$ cat src/rtl/mips_cpu_mem_pkg.sv
// mips_cpu_mem_pkg
// Shared types and helpers for the data-memory access path of the multicycle
// MIPS CPU: the memory-operation encoding, the access-controller state type,
// and the store / alignment classification used by the controller.
package mips_cpu_mem_pkg;

    // Memory operation requested by the main control FSM.
    typedef enum logic [2:0] {
        LB  = 3'd0,
        LBU = 3'd1,
        LH  = 3'd2,
        LHU = 3'd3,
        LW  = 3'd4,
        SB  = 3'd5,
        SH  = 3'd6,
        SW  = 3'd7
    } mem_op_t;

    // Access-controller sequencing states.
    typedef enum logic [1:0] {
        IDLE = 2'd0,
        REQ  = 2'd1,
        DONE = 2'd2
    } mem_state_t;

    function automatic logic is_store(input mem_op_t op);
        return (op == SB) || (op == SH) || (op == SW);
    endfunction

    // Halfwords need an even byte offset and words need offset zero; bytes
    // are never misaligned.
    function automatic logic is_misaligned(input mem_op_t op, input logic [1:0] off);
        logic mis;
        mis = 1'b0;
        case (op)
            LH, LHU, SH: mis = off[0];
            LW, SW:      mis = (off != 2'b00);
            default:     mis = 1'b0;
        endcase
        return mis;
    endfunction

endpackage

$ cat src/rtl/mips_cpu_load_aligner.sv
// mips_cpu_load_aligner
// Combinational load-data extraction: picks the byte or halfword lane
// selected by the byte offset out of the bus word and sign- or zero-extends
// it to 32 bits according to the load operation.
//
// Ports:
//   op          in   mem_op_t  load operation (LB, LBU, LH, LHU, LW)
//   off         in   2         byte offset within the word (addr[1:0])
//   readdata    in   32        raw little-endian bus word
//   load_value  out  32        extended load result
module mips_cpu_load_aligner
    import mips_cpu_mem_pkg::*;
(
    input  mem_op_t     op,
    input  logic [1:0]  off,
    input  logic [31:0] readdata,
    output logic [31:0] load_value
);

    logic [7:0]  byte_lane;
    logic [15:0] half_lane;

    // Lane i of the little-endian word lives in bits 8i+7:8i; a halfword is
    // always either the low or the high pair of lanes, so off[1] picks it.
    always_comb begin
        byte_lane = readdata[8*off +: 8];
        half_lane = off[1] ? readdata[31:16] : readdata[15:0];

        load_value = readdata;
        case (op)
            LB:      load_value = {{24{byte_lane[7]}}, byte_lane};
            LBU:     load_value = {24'd0, byte_lane};
            LH:      load_value = {{16{half_lane[15]}}, half_lane};
            LHU:     load_value = {16'd0, half_lane};
            default: load_value = readdata;
        endcase
    end

endmodule

$ cat src/rtl/mips_cpu_mem_access_ctrl.sv
// mips_cpu_mem_access_ctrl
// Sequences one data-memory load or store for the multicycle MIPS CPU over an
// Avalon-style word bus. On an accepted start it latches the operation, the
// ALU address and the rt value, then either completes immediately with an
// address error (misaligned access, no bus cycle) or issues a single
// word-aligned bus request with byte enables, waiting out waitrequest.
//
// Ports:
//   clk, reset        system clock; synchronous active-high reset
//   start, op         one-cycle request and its mem_op_t (sampled in IDLE only)
//   addr, wdata       ALU byte address and store source (rt)
//   busy, done, err   not-idle flag, completion pulse, misaligned flag
//   rdata             extended load result, held until the next done
//   address, read, write, byteenable, writedata   bus request side
//   readdata, waitrequest                         bus response side
module mips_cpu_mem_access_ctrl
    import mips_cpu_mem_pkg::*;
(
    input  logic        clk,
    input  logic        reset,
    input  logic        start,
    input  logic [2:0]  op,
    input  logic [31:0] addr,
    input  logic [31:0] wdata,
    output logic        busy,
    output logic        done,
    output logic        err,
    output logic [31:0] rdata,
    output logic [31:0] address,
    output logic        read,
    output logic        write,
    output logic [3:0]  byteenable,
    output logic [31:0] writedata,
    input  logic [31:0] readdata,
    input  logic        waitrequest
);

    mem_state_t  state_q, state_d;
    mem_op_t     op_in;
    mem_op_t     op_q;
    logic [1:0]  off_q;
    logic [29:0] word_addr_q;
    logic [31:0] wdata_q;
    logic        err_q;
    logic [31:0] rdata_q;
    logic [31:0] load_value;
    logic [3:0]  lane_mask;
    logic        accept;

    assign op_in  = mem_op_t'(op);
    assign accept = (state_q == IDLE) && start;

    // State register.
    always_ff @(posedge clk) begin
        if (reset) begin
            state_q <= IDLE;
        end else begin
            state_q <= state_d;
        end
    end

    // Next-state logic: a misaligned request skips the bus entirely and
    // completes straight from IDLE.
    always_comb begin
        state_d = state_q;
        case (state_q)
            IDLE: begin
                if (start) begin
                    state_d = is_misaligned(op_in, addr[1:0]) ? DONE : REQ;
                end
            end
            REQ: begin
                if (!waitrequest) begin
                    state_d = DONE;
                end
            end
            DONE:    state_d = IDLE;
            default: state_d = IDLE;
        endcase
    end

    // Request latches and the load result. Everything the bus sees is taken
    // from these registers, so addr/wdata may change freely once accepted.
    always_ff @(posedge clk) begin
        if (reset) begin
            op_q        <= LB;
            off_q       <= 2'b00;
            word_addr_q <= 30'd0;
            wdata_q     <= 32'd0;
            err_q       <= 1'b0;
            rdata_q     <= 32'd0;
        end else begin
            if (accept) begin
                op_q        <= op_in;
                off_q       <= addr[1:0];
                word_addr_q <= addr[31:2];
                wdata_q     <= wdata;
                err_q       <= is_misaligned(op_in, addr[1:0]);
            end
            if ((state_q == REQ) && !waitrequest && !is_store(op_q)) begin
                rdata_q <= load_value;
            end
        end
    end

    mips_cpu_load_aligner u_load_aligner (
        .op         (op_q),
        .off        (off_q),
        .readdata   (readdata),
        .load_value (load_value)
    );

    // Byte-lane mask and lane-replicated store data. Replication puts the
    // byte/half in every lane it could occupy, so only byteenable depends
    // on the offset.
    always_comb begin
        lane_mask = 4'b1111;
        writedata = wdata_q;
        case (op_q)
            LB, LBU, SB: lane_mask = 4'b0001 << off_q;
            LH, LHU, SH: lane_mask = off_q[1] ? 4'b1100 : 4'b0011;
            default:     lane_mask = 4'b1111;
        endcase
        case (op_q)
            SB:      writedata = {4{wdata_q[7:0]}};
            SH:      writedata = {2{wdata_q[15:0]}};
            default: writedata = wdata_q;
        endcase
    end

    assign address    = {word_addr_q, 2'b00};
    assign byteenable = (state_q == REQ) ? lane_mask : 4'b0000;
    assign read       = (state_q == REQ) && !is_store(op_q);
    assign write      = (state_q == REQ) && is_store(op_q);
    assign busy       = (state_q != IDLE);
    assign done       = (state_q == DONE);
    assign err        = (state_q == DONE) && err_q;
    assign rdata      = rdata_q;

endmodule

$ cat config.mk
export PLATFORM = sky130hd
export DESIGN_NAME = mips_cpu_mem_access_ctrl
export DESIGN_NICKNAME = d
export VERILOG_FILES = /design/src/rtl/mips_cpu_mem_pkg.sv /design/src/rtl/mips_cpu_load_aligner.sv /design/src/rtl/mips_cpu_mem_access_ctrl.sv
export SDC_FILE = /design/constraint.sdc
export NUM_CORES = 1
export LEC_CHECK = 0
export ABC_AREA = 1
export CELL_PAD_IN_SITES_DETAIL_PLACEMENT = 1
export CELL_PAD_IN_SITES_GLOBAL_PLACEMENT = 1
export CORE_MARGIN = 2
export CORE_UTILIZATION = 26
export CTS_BUF_LIST = sky130_fd_sc_hd__clkbuf_8 sky130_fd_sc_hd__clkbuf_16
export DETAILED_ROUTE_END_ITERATION = 6
export GPL_ROUTABILITY_DRIVEN = 0
export GPL_TIMING_DRIVEN = 0
export HOLD_SLACK_MARGIN = 0.02
export MAX_ROUTING_LAYER = met4
export PLACE_DENSITY = 0.82
export SLEW_MARGIN = 40
export SYNTH_ARGS = -nofsm -noshare
export SYNTH_HDL_FRONTEND = slang
export SYNTH_SLANG_ARGS = --single-unit
$ cat constraint.sdc
create_clock -name clk -period 1.43 [get_ports clk]
set_input_delay 0.3575 -clock clk [delete_from_list [all_inputs] [get_ports clk]]
set_output_delay 0.3575 -clock clk [all_outputs]
set_load 0.05 [all_outputs]
==> impl_metrics.json <==
{
  "crit_buf_inv": 4,
  "ys_seq_area_frac": 0.421,
  "htreeDepth": 3,
  "rows": 49,
  "slew_viol_final": 0,
  "status": "finished, violations left",
  "powerDensity_nw_per_um2": 1080,
  "dieArea_um2": 19800,
  "multi_input_area_um2": 3020,
  "clk_pin_slew_ps": 80,
  "drtPass1Iterations": 4,
  "internal_power_w": 0.00573,
  "core_um2": 18100,
  "viasPerCell": 4.80,
  "synth_ff_type": "dfxtp_1",
  "ff_latch_area_um2": 2060,
  "cts_tree": "yes",
  "die_x_um": 141,
  "final_nets": 1083,
  "die_y_um": 141,
  "synth_edf_count": 0,
  "layout_common_cells": "nor2_1, clkdlybuf4s50_1, dfxtp_1, o21ai_0, buf_2",
  "sw_frac_of_total": 0.399,
  "ioPinCount": 208,
  "routed_wl_um": 22300,
  "max_slew_margin": 0.478,
  "timing.final.ws_setup_ps": -609,
  "leakage_nw": 3.91,
  "final_common_cell": "nor2_1",
  "p_seq_frac": 0.340,
  "routedWlPerCell_um": 18.3,
  "crit_required_ps": 1070,
  "fin_crit_sh": 1.43,
  "grt_pass1_vias": 5948,
  "grt_pass1_wl_um": 33100,
  "grt_setup_unrepaired": "true",
  "initial_utilization": 0.267,
  "grt_overflow_total": 0,
  "grt_max_degree": 22,
  "grtUsageTotal": 0.220,
  "fin_worst_skew_ps": 9.76,
  "tns_ps": -27720,
  "fin_total_pwr_w": 0.00955,
  "synth_cells": 718,
  "cp_cell_sequence": "buf_8 -> buf_12 -> nand2_8 -> nand2_8 -> clkbuf_16 -> a21oi_4 -> buf_8",
  "slowest_stage": "dfxtp_2",
  "ys_types": 29,
  "clockRootBuffer": "clkbuf_16",
  "slowest_delay_ps": 330,
  "final_util": 0.488,
  "cap_viol_max_count": 0,
  "clkSinkCount": 102,
  "ant_nets": 0,
  "antenna_found_initial": 1,
  "synth_area_leaders": "dfxtp_1, nor2_1, o21ai_0, inv_1, nand2_1",
  "setup-violations-final": 65,
  "fin_area_um2": 8860,
  "violations": "negative setup slack",
  "crit_family": "buffers and inverters",
  "synth_top_area_share": 0.421,
  "avgSynthCellArea_um2": 6.76,
  "yosysTopAreaCell": "dfxtp_1",
  "ys_ff_latch": 102,
  "synth.cell_area_um2": 4850,
  "hold_viol_final": 0,
  "fill_cells": 2190,
  "final_layout_size_suffix_gt1_frac": 0.375,
  "cp-end-kind": "output pin",
  "drtIter0Drc": 235,
  "hpwl_um": 15200,
  "ys_warn_count": 0,
  "max-vdd-ir-drop_mv": 0.601,
  "min_period_ps": 2040,
  "power_frac_clock": 0.272,
  "dpl-instance-area_um2": 7560,
  "async_flop_share": 0,
  "drc": 0,
  "clk_latency_ps": 360,
  "hold_class": "in2reg",
  "p_comb_frac": 0.389,
  "portBuffers": 204,
  "vias": 5835,
  "p_sw_w": 0.00381,
  "cp-start-kind": "register",
  "fmax_mhz": 490,
  "worst_pin_slew_ps": 783,
  "area_delta_synth_final_pct": 82.6,
  "worstPathMaxFanout": 8,
  "path_class": "reg2out",
  "clk_path_buf_depth": 2,
  "arrival_ps": 1680,
  "cts_buffers": 9
}
worst register-to-register path: cells and delay by family, from the launching register on:
| kind | cells | cell delay (ps) |
|---|---|---|
| flops | 1 | 340 |
| simple gates | 3 | 200 |
| compound gates | 2 | 270 |
| buf+inv | 8 | 940 |
final cells by class:
class,count,share of cell area
Multi-Input combinational cell,481,0.341
Timing Repair Buffer,251,0.270
Sequential cell,102,0.232
Buffer,51,0.0492
Inverter,84,0.0395
Tap cell,229,0.0323
Clock buffer,9,0.0254
Clock inverter,7,0.00975
Antenna cell,1,0.000282
power by group through the flow:
stage | Combinational, W | Clock, W | Sequential (W)
floorplan | 0.00160 | 0 | 0.00372
global placement | 0.00315 | 0 | 0.00327
detailed placement | 0.00319 | 0 | 0.00328
CTS | 0.00348 | 0.00264 | 0.00323
global route | 0.00392 | 0.00275 | 0.00327
finish | 0.00371 | 0.00260 | 0.00324
registers in the layout, indices dropped and copies added (netlist names):
register,count
off_q,2
wdata_q,32
rdata,32
op_q,3
word_addr_q,30
state_q,2
err_q,1
through the flow:
step           hold WS [ps]  instances  setup WS [ps]
3_5_place_dp            471       1152          -1090
2_1_floorplan           456        719           -197
3_3_place_gp            461       1152          -1050
5_1_grt                 389       1215           -660
4_1_cts                 386       1209           -606
6_report                387       1215           -609
per-layer routing:
metal | track usage | wire length [um]
met2 | 0.376 | 11200
met1 | 0.272 | 9650
met5 | - | 0
met3 | 0.0329 | 763
met4 | 0.0632 | 684
logic make-up (layout without fill, tap and decap cells):
family	after synthesis	in the layout	share of synthesized area
other	1	3	0.000773
buffers and inverters	137	402	0.129
AND/OR/NAND/NOR	307	308	0.267
AO/OA/AOI/OAI	171	171	0.182
flip-flops	102	102	0.421
worst paths after layout:
check	start	to	slack [ps]	cells past startpoint
max	op_q[2]$_SDFFE_PP0P_	writedata[19]	-610	7
min	reset	rdata[16]$_SDFFE_PP0P_	390	4
max reg2reg	op_q[2]$_SDFFE_PP0P_	rdata[20]$_SDFFE_PP0P_	-420	13
min reg2reg	word_addr_q[13]$_SDFFE_PP0P_	word_addr_q[13]$_SDFFE_PP0P_	490	2
cell usage after synthesis (2+ instances only):
cell type / number
a21oi_1: 41
buf_2: 17
buf_4: 14
buf_6: 5
clkbuf_1: 16
dfxtp_1: 102
inv_1: 77
inv_2: 7
nand2_1: 68
nand2_2: 5
nand3_1: 37
nand4_1: 8
nor2_1: 174
nor2_2: 2
o21ai_0: 93
o21ai_1: 26
o22ai_1: 8
or2_2: 7
repair_timing:
item                       CTS  global route
setup buffers               33             8
resized for setup          708           145
setup endpoints to repair  180           130
cloned                       8             1
hold buffers                 0             0
pin swaps                   30            25
No activity file was read; power rests on OpenSTA's default activity.
